File: config.mk
export PLATFORM = sky130hd
export DESIGN_NAME = dac_spi_receiver
export DESIGN_NICKNAME = d
export VERILOG_FILES = /design/src/rtl/dac_spi_receiver.sv
export SDC_FILE = /design/constraint.sdc
export NUM_CORES = 1
export LEC_CHECK = 0
export ABC_AREA = 1
export CELL_PAD_IN_SITES_DETAIL_PLACEMENT = 1
export CELL_PAD_IN_SITES_GLOBAL_PLACEMENT = 1
export CORE_MARGIN = 2
export CORE_UTILIZATION = 35
export DETAILED_ROUTE_END_ITERATION = 10
export PLACE_DENSITY_LB_ADDON = 0.1
export REMOVE_ABC_BUFFERS = 1
export SYNTH_ARGS = -nofsm -noshare
export SYNTH_HDL_FRONTEND = slang
export SYNTH_SLANG_ARGS = --single-unit
File: constraint.sdc
create_clock -name clk -period 4 [get_ports clk]
set_clock_uncertainty 0.15 [all_clocks]
set_input_delay 0.8 -clock clk [delete_from_list [all_inputs] [get_ports clk]]
set_output_delay 0.8 -clock clk [all_outputs]
set_load 0.01 [all_outputs]
File: src/rtl/dac_spi_receiver.sv
// dac_spi_receiver: SPI responder modelling an MCP4922-style dual DAC.
// Receives 16-bit command frames over an asynchronous mode-0 SPI link. Each
// frame is decoded into a per-channel input register. On the latch strobe,
// both input registers move to the output registers.
//
// Ports:
//   clk          system clock, rising edge
//   reset        asynchronous active-low reset
//   spi_sclk     SPI clock (async, mode 0)
//   spi_csn      chip select, active-low (async)
//   spi_mosi     serial data, MSB first (async)
//   latchn       DAC latch strobe, active-low (async)
//   chan_a/b     latched channel codes (0 while the channel is shut down)
//   shdn_a/b     latched channel shutdown flags
//   frame_valid  one-clk pulse when a frame with exactly FRAME_BITS bits ends
//   frame_err    one-clk pulse when a frame ends with any other bit count
//   busy         synchronized chip select is low
//
// Optional build macro DAC_RX_FRAME_COUNT_EN adds two ports:
//   frame_count  16-bit wrapping count of good frames
//   err_count    8-bit saturating count of bad frames
module dac_spi_receiver #(
  parameter int unsigned FRAME_BITS  = 16,
  parameter int unsigned DATA_W      = 12,
  parameter int unsigned SYNC_STAGES = 2
) (
  input  logic              clk,
  input  logic              reset,
  input  logic              spi_sclk,
  input  logic              spi_csn,
  input  logic              spi_mosi,
  input  logic              latchn,
  output logic [DATA_W-1:0] chan_a,
  output logic [DATA_W-1:0] chan_b,
  output logic              shdn_a,
  output logic              shdn_b,
  output logic              frame_valid,
  output logic              frame_err,
  output logic              busy
`ifdef DAC_RX_FRAME_COUNT_EN
  ,
  output logic [15:0]       frame_count,
  output logic [7:0]        err_count
`endif
);

  localparam int unsigned CNT_W    = $clog2(FRAME_BITS + 2);
  localparam int unsigned CHAN_BIT = FRAME_BITS - 1;
  localparam int unsigned SHDN_BIT = 12;
  localparam logic [CNT_W-1:0] CNT_FULL = CNT_W'(FRAME_BITS);
  localparam logic [CNT_W-1:0] CNT_MAX  = CNT_W'(FRAME_BITS + 1);

  typedef enum logic [1:0] {
    ST_IDLE  = 2'd0,
    ST_SHIFT = 2'd1,
    ST_DONE  = 2'd2
  } state_t;

  // Synchronizer chains; reset to the idle bus levels.
  logic [SYNC_STAGES-1:0] sclk_sync, csn_sync, mosi_sync, latchn_sync;
  logic                   sclk_d, csn_d, latchn_d;
  // Fills with ones after reset; once full, the csn chain holds real pin samples.
  logic [SYNC_STAGES:0]   warm;
  logic                   armed;

  logic sclk_s, csn_s, mosi_s, latchn_s;
  logic sclk_rise, csn_rise, csn_fall, latch_fall;

  state_t                  state;
  logic [FRAME_BITS-1:0]   shift_reg;
  logic [CNT_W-1:0]        bit_cnt;
  logic [DATA_W-1:0]       in_a, in_b;
  logic                    pend_shdn_a, pend_shdn_b;

  logic [DATA_W-1:0]       in_a_nxt, in_b_nxt;
  logic                    pend_shdn_a_nxt, pend_shdn_b_nxt;
  logic                    frame_good;

  assign sclk_s   = sclk_sync[SYNC_STAGES-1];
  assign csn_s    = csn_sync[SYNC_STAGES-1];
  assign mosi_s   = mosi_sync[SYNC_STAGES-1];
  assign latchn_s = latchn_sync[SYNC_STAGES-1];

  assign sclk_rise  = sclk_s & ~sclk_d;
  assign csn_rise   = csn_s & ~csn_d;
  assign csn_fall   = ~csn_s & csn_d;
  assign latch_fall = ~latchn_s & latchn_d;

  assign frame_good = (bit_cnt == CNT_FULL);

  // Input synchronizers, edge-detect flops and post-reset arming.
  always_ff @(posedge clk or negedge reset) begin
    if (!reset) begin
      sclk_sync   <= '0;
      csn_sync    <= '1;
      mosi_sync   <= '0;
      latchn_sync <= '1;
      sclk_d      <= 1'b0;
      csn_d       <= 1'b1;
      latchn_d    <= 1'b1;
      warm        <= '0;
      armed       <= 1'b0;
      busy        <= 1'b0;
    end else begin
      sclk_sync   <= {sclk_sync[SYNC_STAGES-2:0], spi_sclk};
      csn_sync    <= {csn_sync[SYNC_STAGES-2:0], spi_csn};
      mosi_sync   <= {mosi_sync[SYNC_STAGES-2:0], spi_mosi};
      latchn_sync <= {latchn_sync[SYNC_STAGES-2:0], latchn};
      sclk_d      <= sclk_s;
      csn_d       <= csn_s;
      latchn_d    <= latchn_s;
      warm        <= {warm[SYNC_STAGES-1:0], 1'b1};
      // A frame already running when reset releases is skipped: csn must be
      // seen high before the next falling edge can start a frame.
      armed       <= armed | (warm[SYNC_STAGES] & csn_s);
      busy        <= ~csn_s;
    end
  end

  // Frame decode into the selected channel's input register.
  always_comb begin
    in_a_nxt        = in_a;
    in_b_nxt        = in_b;
    pend_shdn_a_nxt = pend_shdn_a;
    pend_shdn_b_nxt = pend_shdn_b;
    if (state == ST_DONE && frame_good) begin
      if (shift_reg[CHAN_BIT]) begin
        in_b_nxt        = shift_reg[DATA_W-1:0];
        pend_shdn_b_nxt = ~shift_reg[SHDN_BIT];
      end else begin
        in_a_nxt        = shift_reg[DATA_W-1:0];
        pend_shdn_a_nxt = ~shift_reg[SHDN_BIT];
      end
    end
  end

  // Frame FSM, input registers and latched outputs.
  always_ff @(posedge clk or negedge reset) begin
    if (!reset) begin
      state       <= ST_IDLE;
      shift_reg   <= '0;
      bit_cnt     <= '0;
      in_a        <= '0;
      in_b        <= '0;
      pend_shdn_a <= 1'b1;
      pend_shdn_b <= 1'b1;
      chan_a      <= '0;
      chan_b      <= '0;
      shdn_a      <= 1'b1;
      shdn_b      <= 1'b1;
      frame_valid <= 1'b0;
      frame_err   <= 1'b0;
`ifdef DAC_RX_FRAME_COUNT_EN
      frame_count <= '0;
      err_count   <= '0;
`endif
    end else begin
      frame_valid <= 1'b0;
      frame_err   <= 1'b0;
      in_a        <= in_a_nxt;
      in_b        <= in_b_nxt;
      pend_shdn_a <= pend_shdn_a_nxt;
      pend_shdn_b <= pend_shdn_b_nxt;

      case (state)
        ST_IDLE: begin
          if (csn_fall && armed) begin
            state     <= ST_SHIFT;
            shift_reg <= '0;
            bit_cnt   <= '0;
          end
        end
        ST_SHIFT: begin
          if (csn_rise) begin
            state <= ST_DONE;
          end else if (sclk_rise) begin
            shift_reg <= {shift_reg[FRAME_BITS-2:0], mosi_s};
            if (bit_cnt != CNT_MAX) begin
              bit_cnt <= bit_cnt + CNT_W'(1);
            end
          end
        end
        ST_DONE: begin
          state       <= ST_IDLE;
          frame_valid <= frame_good;
          frame_err   <= ~frame_good;
`ifdef DAC_RX_FRAME_COUNT_EN
          if (frame_good) begin
            frame_count <= frame_count + 16'd1;
          end else if (err_count != 8'hFF) begin
            err_count <= err_count + 8'd1;
          end
`endif
        end
        default: state <= ST_IDLE;
      endcase

      // Latch copies the post-decode values so a same-cycle frame is included.
      if (latch_fall) begin
        chan_a <= pend_shdn_a_nxt ? '0 : in_a_nxt;
        chan_b <= pend_shdn_b_nxt ? '0 : in_b_nxt;
        shdn_a <= pend_shdn_a_nxt;
        shdn_b <= pend_shdn_b_nxt;
      end
    end
  end

endmodule
==> results_dict.tcl <==
set metrics [dict create \
    clockRootBuffer "clkbuf_16" \
    rsz0062_at_grt "false" \
    dr_total_vias 2882 \
    synthFlopType "dfrtp_1" \
    max_freq_mhz 404 \
    synth_xor_area_share_pct 0.433 \
    report.final.slew_viol_count 0 \
    worst_pin_slew_ps 848 \
    crit-reg2reg-launch "latchn_d$_DFF_PN1_" \
    setup_violations 0 \
    cts_hold_buf 0 \
    track_usage_pct 15.4 \
    peakVddDrop_uv 230 \
    layout_commonest_cell "nand2_1" \
    status "finished clean" \
    post_cts_resized 0 \
    syn_area_per_cell_um2 9.44 \
    critical_path.max_stage_delay_ps 790 \
    reg2regPathDepth 5 \
    ys_types 33 \
    holdPathEnd "mosi_sync[1]$_DFF_PN0_" \
    gp_congestion 0.744 \
    cp.arrival_ps 2570 \
    synth-edff-count 0 \
    num-nets-final 466 \
    hpwlAfterDp_um 5560 \
    synthCells 429 \
    synth_top_family_by_area "simple AND/OR/NAND/NOR gates" \
    ys_warn_count 0 \
    die_area_mm2 0.0124 \
    clkTransAtPathRegs_ps 70 \
    final_cell_mix "nand2_1 (147), dfrtp_1 (83), o21ai_0 (38)" \
    wl_um 8730 \
    hold_class "reg2reg" \
    synth-simple-area-share_pct 29.2 \
    slowest_stage "clkinv_1" \
    holdPathStages 0 \
    clock_path_buffers 2 \
    drive_gt1_share_pct 17.3 \
    syn_area_mm2 0.00405 \
    ys_ff_latch 93 \
    cp_data_required_time_ps 4090 \
    grt_start_max_net_pins 43 \
    power_density_mw_per_mm2 457 \
    grt_pass1_vias 2982 \
    area_delta_synth_final_pct 19.2 \
    relSlewSlack_pct 43.1 \
    met1_usage_pct 22.4 \
    detail_route.wl_per_cell_um 14.4 \
    design.core.area_mm2 0.0114 \
    cp_max_fo 28 \
    cp-start-kind "flip-flop" \
    min-delay-start "mosi_sync[0]$_DFF_PN0_" \
    cap_violations 0 \
    grt_pass1_wl_um 15300 \
    period_needed_ps 2480 \
    antenna_cells 0 \
    end_kind "flip-flop" \
    grt_use_met3_pct 3.10 \
    synthAdderAreaFrac_pct 0.927 \
    start_util_pct 35.6 \
    synthArstFlopShare_pct 100 \
    num_rows 39 \
    first_iter_violations 140 \
    postPlaceCellArea_mm2 0.00445 \
    tns_ps 0 \
    reg2reg_setup_slack_ps 1520 \
    drt-vias-per-instance 4.76 \
    ant_nets 0 \
    num_io_pins 35 \
    postCtsSetupRepairBufs 0 \
    die_x_um 112 \
    final_area_mm2 0.00482 \
    fp.dieH_um 112 \
    antenna_found_initial 0 \
    grtUsageMet2_pct 22.6 \
    crit_buf_inv 3 \
    grt.busiest_layer "met2" \
    drc 0 \
    portBuffers 34 \
    synth_mux_area_share_pct 0 \
    path_cells "inv_1 -> nor2_2 -> buf_4 -> clkinv_1 -> o21ai_0" \
    first_pass_iters 4 \
    cts_made_buffers 9 \
    htree_levels 3 \
    min_period_over_period_pct 61.9 \
    worstSkewPairLatency_ps 340 \
    path_delay_family "buffers and inverters" \
    overflow 0 \
    largest_reg_flops 16 \
    cts.sinks 93 \
    criticalPathCategory "reg2reg" \
    hold_violations 0 \
    ys_seq_area_share_pct 57.8 \
    synth_compound_area_share_pct 5.50 \
    p_leak_nw 2.30 \
    reg2reg_to "shdn_a$_DFFE_PN1P_" \
    cts_tree "yes" \
]
cells in the mapped netlist (2+ instances only):
| cell | count | area (µm²) |
|---|---|---|
| nand4_1 | 5 | 31.3 |
| buf_2 | 9 | 45.0 |
| inv_2 | 2 | 7.51 |
| nor2_2 | 2 | 12.5 |
| inv_1 | 26 | 97.6 |
| nor2_1 | 5 | 18.8 |
| a21oi_1 | 2 | 10.0 |
| dfrtp_1 | 83 | 2080 |
| nand2_4 | 4 | 45.0 |
| ha_1 | 3 | 37.5 |
| o21ai_0 | 38 | 190 |
| dfstp_2 | 10 | 263 |
| o21ai_1 | 3 | 15.0 |
| buf_6 | 2 | 22.5 |
| nand3_1 | 31 | 155 |
| nand2_2 | 20 | 125 |
| nand3_2 | 17 | 170 |
| nand2_1 | 147 | 552 |
| clkbuf_1 | 3 | 11.3 |
| buf_8 | 2 | 30.0 |
| buf_4 | 3 | 22.5 |
metrics by stage:
step	hold WS, ps	setup slack (ps)	std cells	power, mW	utilization (%)
after global routing	210	1200	605	2.30	42.4
after floorplan	181	1370	409	1.10	-
final	203	1520	605	2.20	42.4
after global placement	182	1560	589	1.16	39.2
after detailed placement	188	1520	589	1.17	39.2
after CTS	203	1500	605	2.24	42.4
per-layer routing:
metal | vias up | routed length (µm)
met4 | 0 | 160
met2 | 34 | 3710
met1 | 1420 | 4650
met3 | 11 | 221
met5 | - | 0
li1 | 1417 | -
area by class of cell:
class,count,area (µm²)
Sequential cell,93,2340
Fill cell,1308,6550
Inverter,29,109
Clock buffer,10,239
Clock inverter,6,134
Multi-Input combinational cell,287,1460
Timing Repair Buffer,37,360
Tap cell,143,179
where the power goes:
part,switching (mW),internal [mW]
registers,0.0227,0.971
clock network,0.363,0.691
logic,0.118,0.0365
worst max path at each step:
stage | from | end | depth (start not counted)
6_report | latchn_d$_DFF_PN1_ | shdn_a$_DFFE_PN1P_ | 5
3_5_place_dp | latchn_d$_DFF_PN1_ | shdn_a$_DFFE_PN1P_ | 5
4_1_cts | latchn_d$_DFF_PN1_ | shdn_a$_DFFE_PN1P_ | 5
5_1_grt | latchn_d$_DFF_PN1_ | shdn_a$_DFFE_PN1P_ | 5
3_3_place_gp | bit_cnt[0]$_DFFE_PN0P_ | chan_b[2]$_DFFE_PN0P_ | 7
2_1_floorplan | latchn_d$_DFF_PN1_ | shdn_a$_DFFE_PN1P_ | 4
kinds of logic after synthesis:
kind of cell,Yosys count
and+or+nand+nor,237
AOI/OAI and AO/OA,44
xor gates and xnor gates,2
buffers and inverters,49
adders and majority gates,3
DFF,93
other,1
Power figures use the tool's default switching activity.
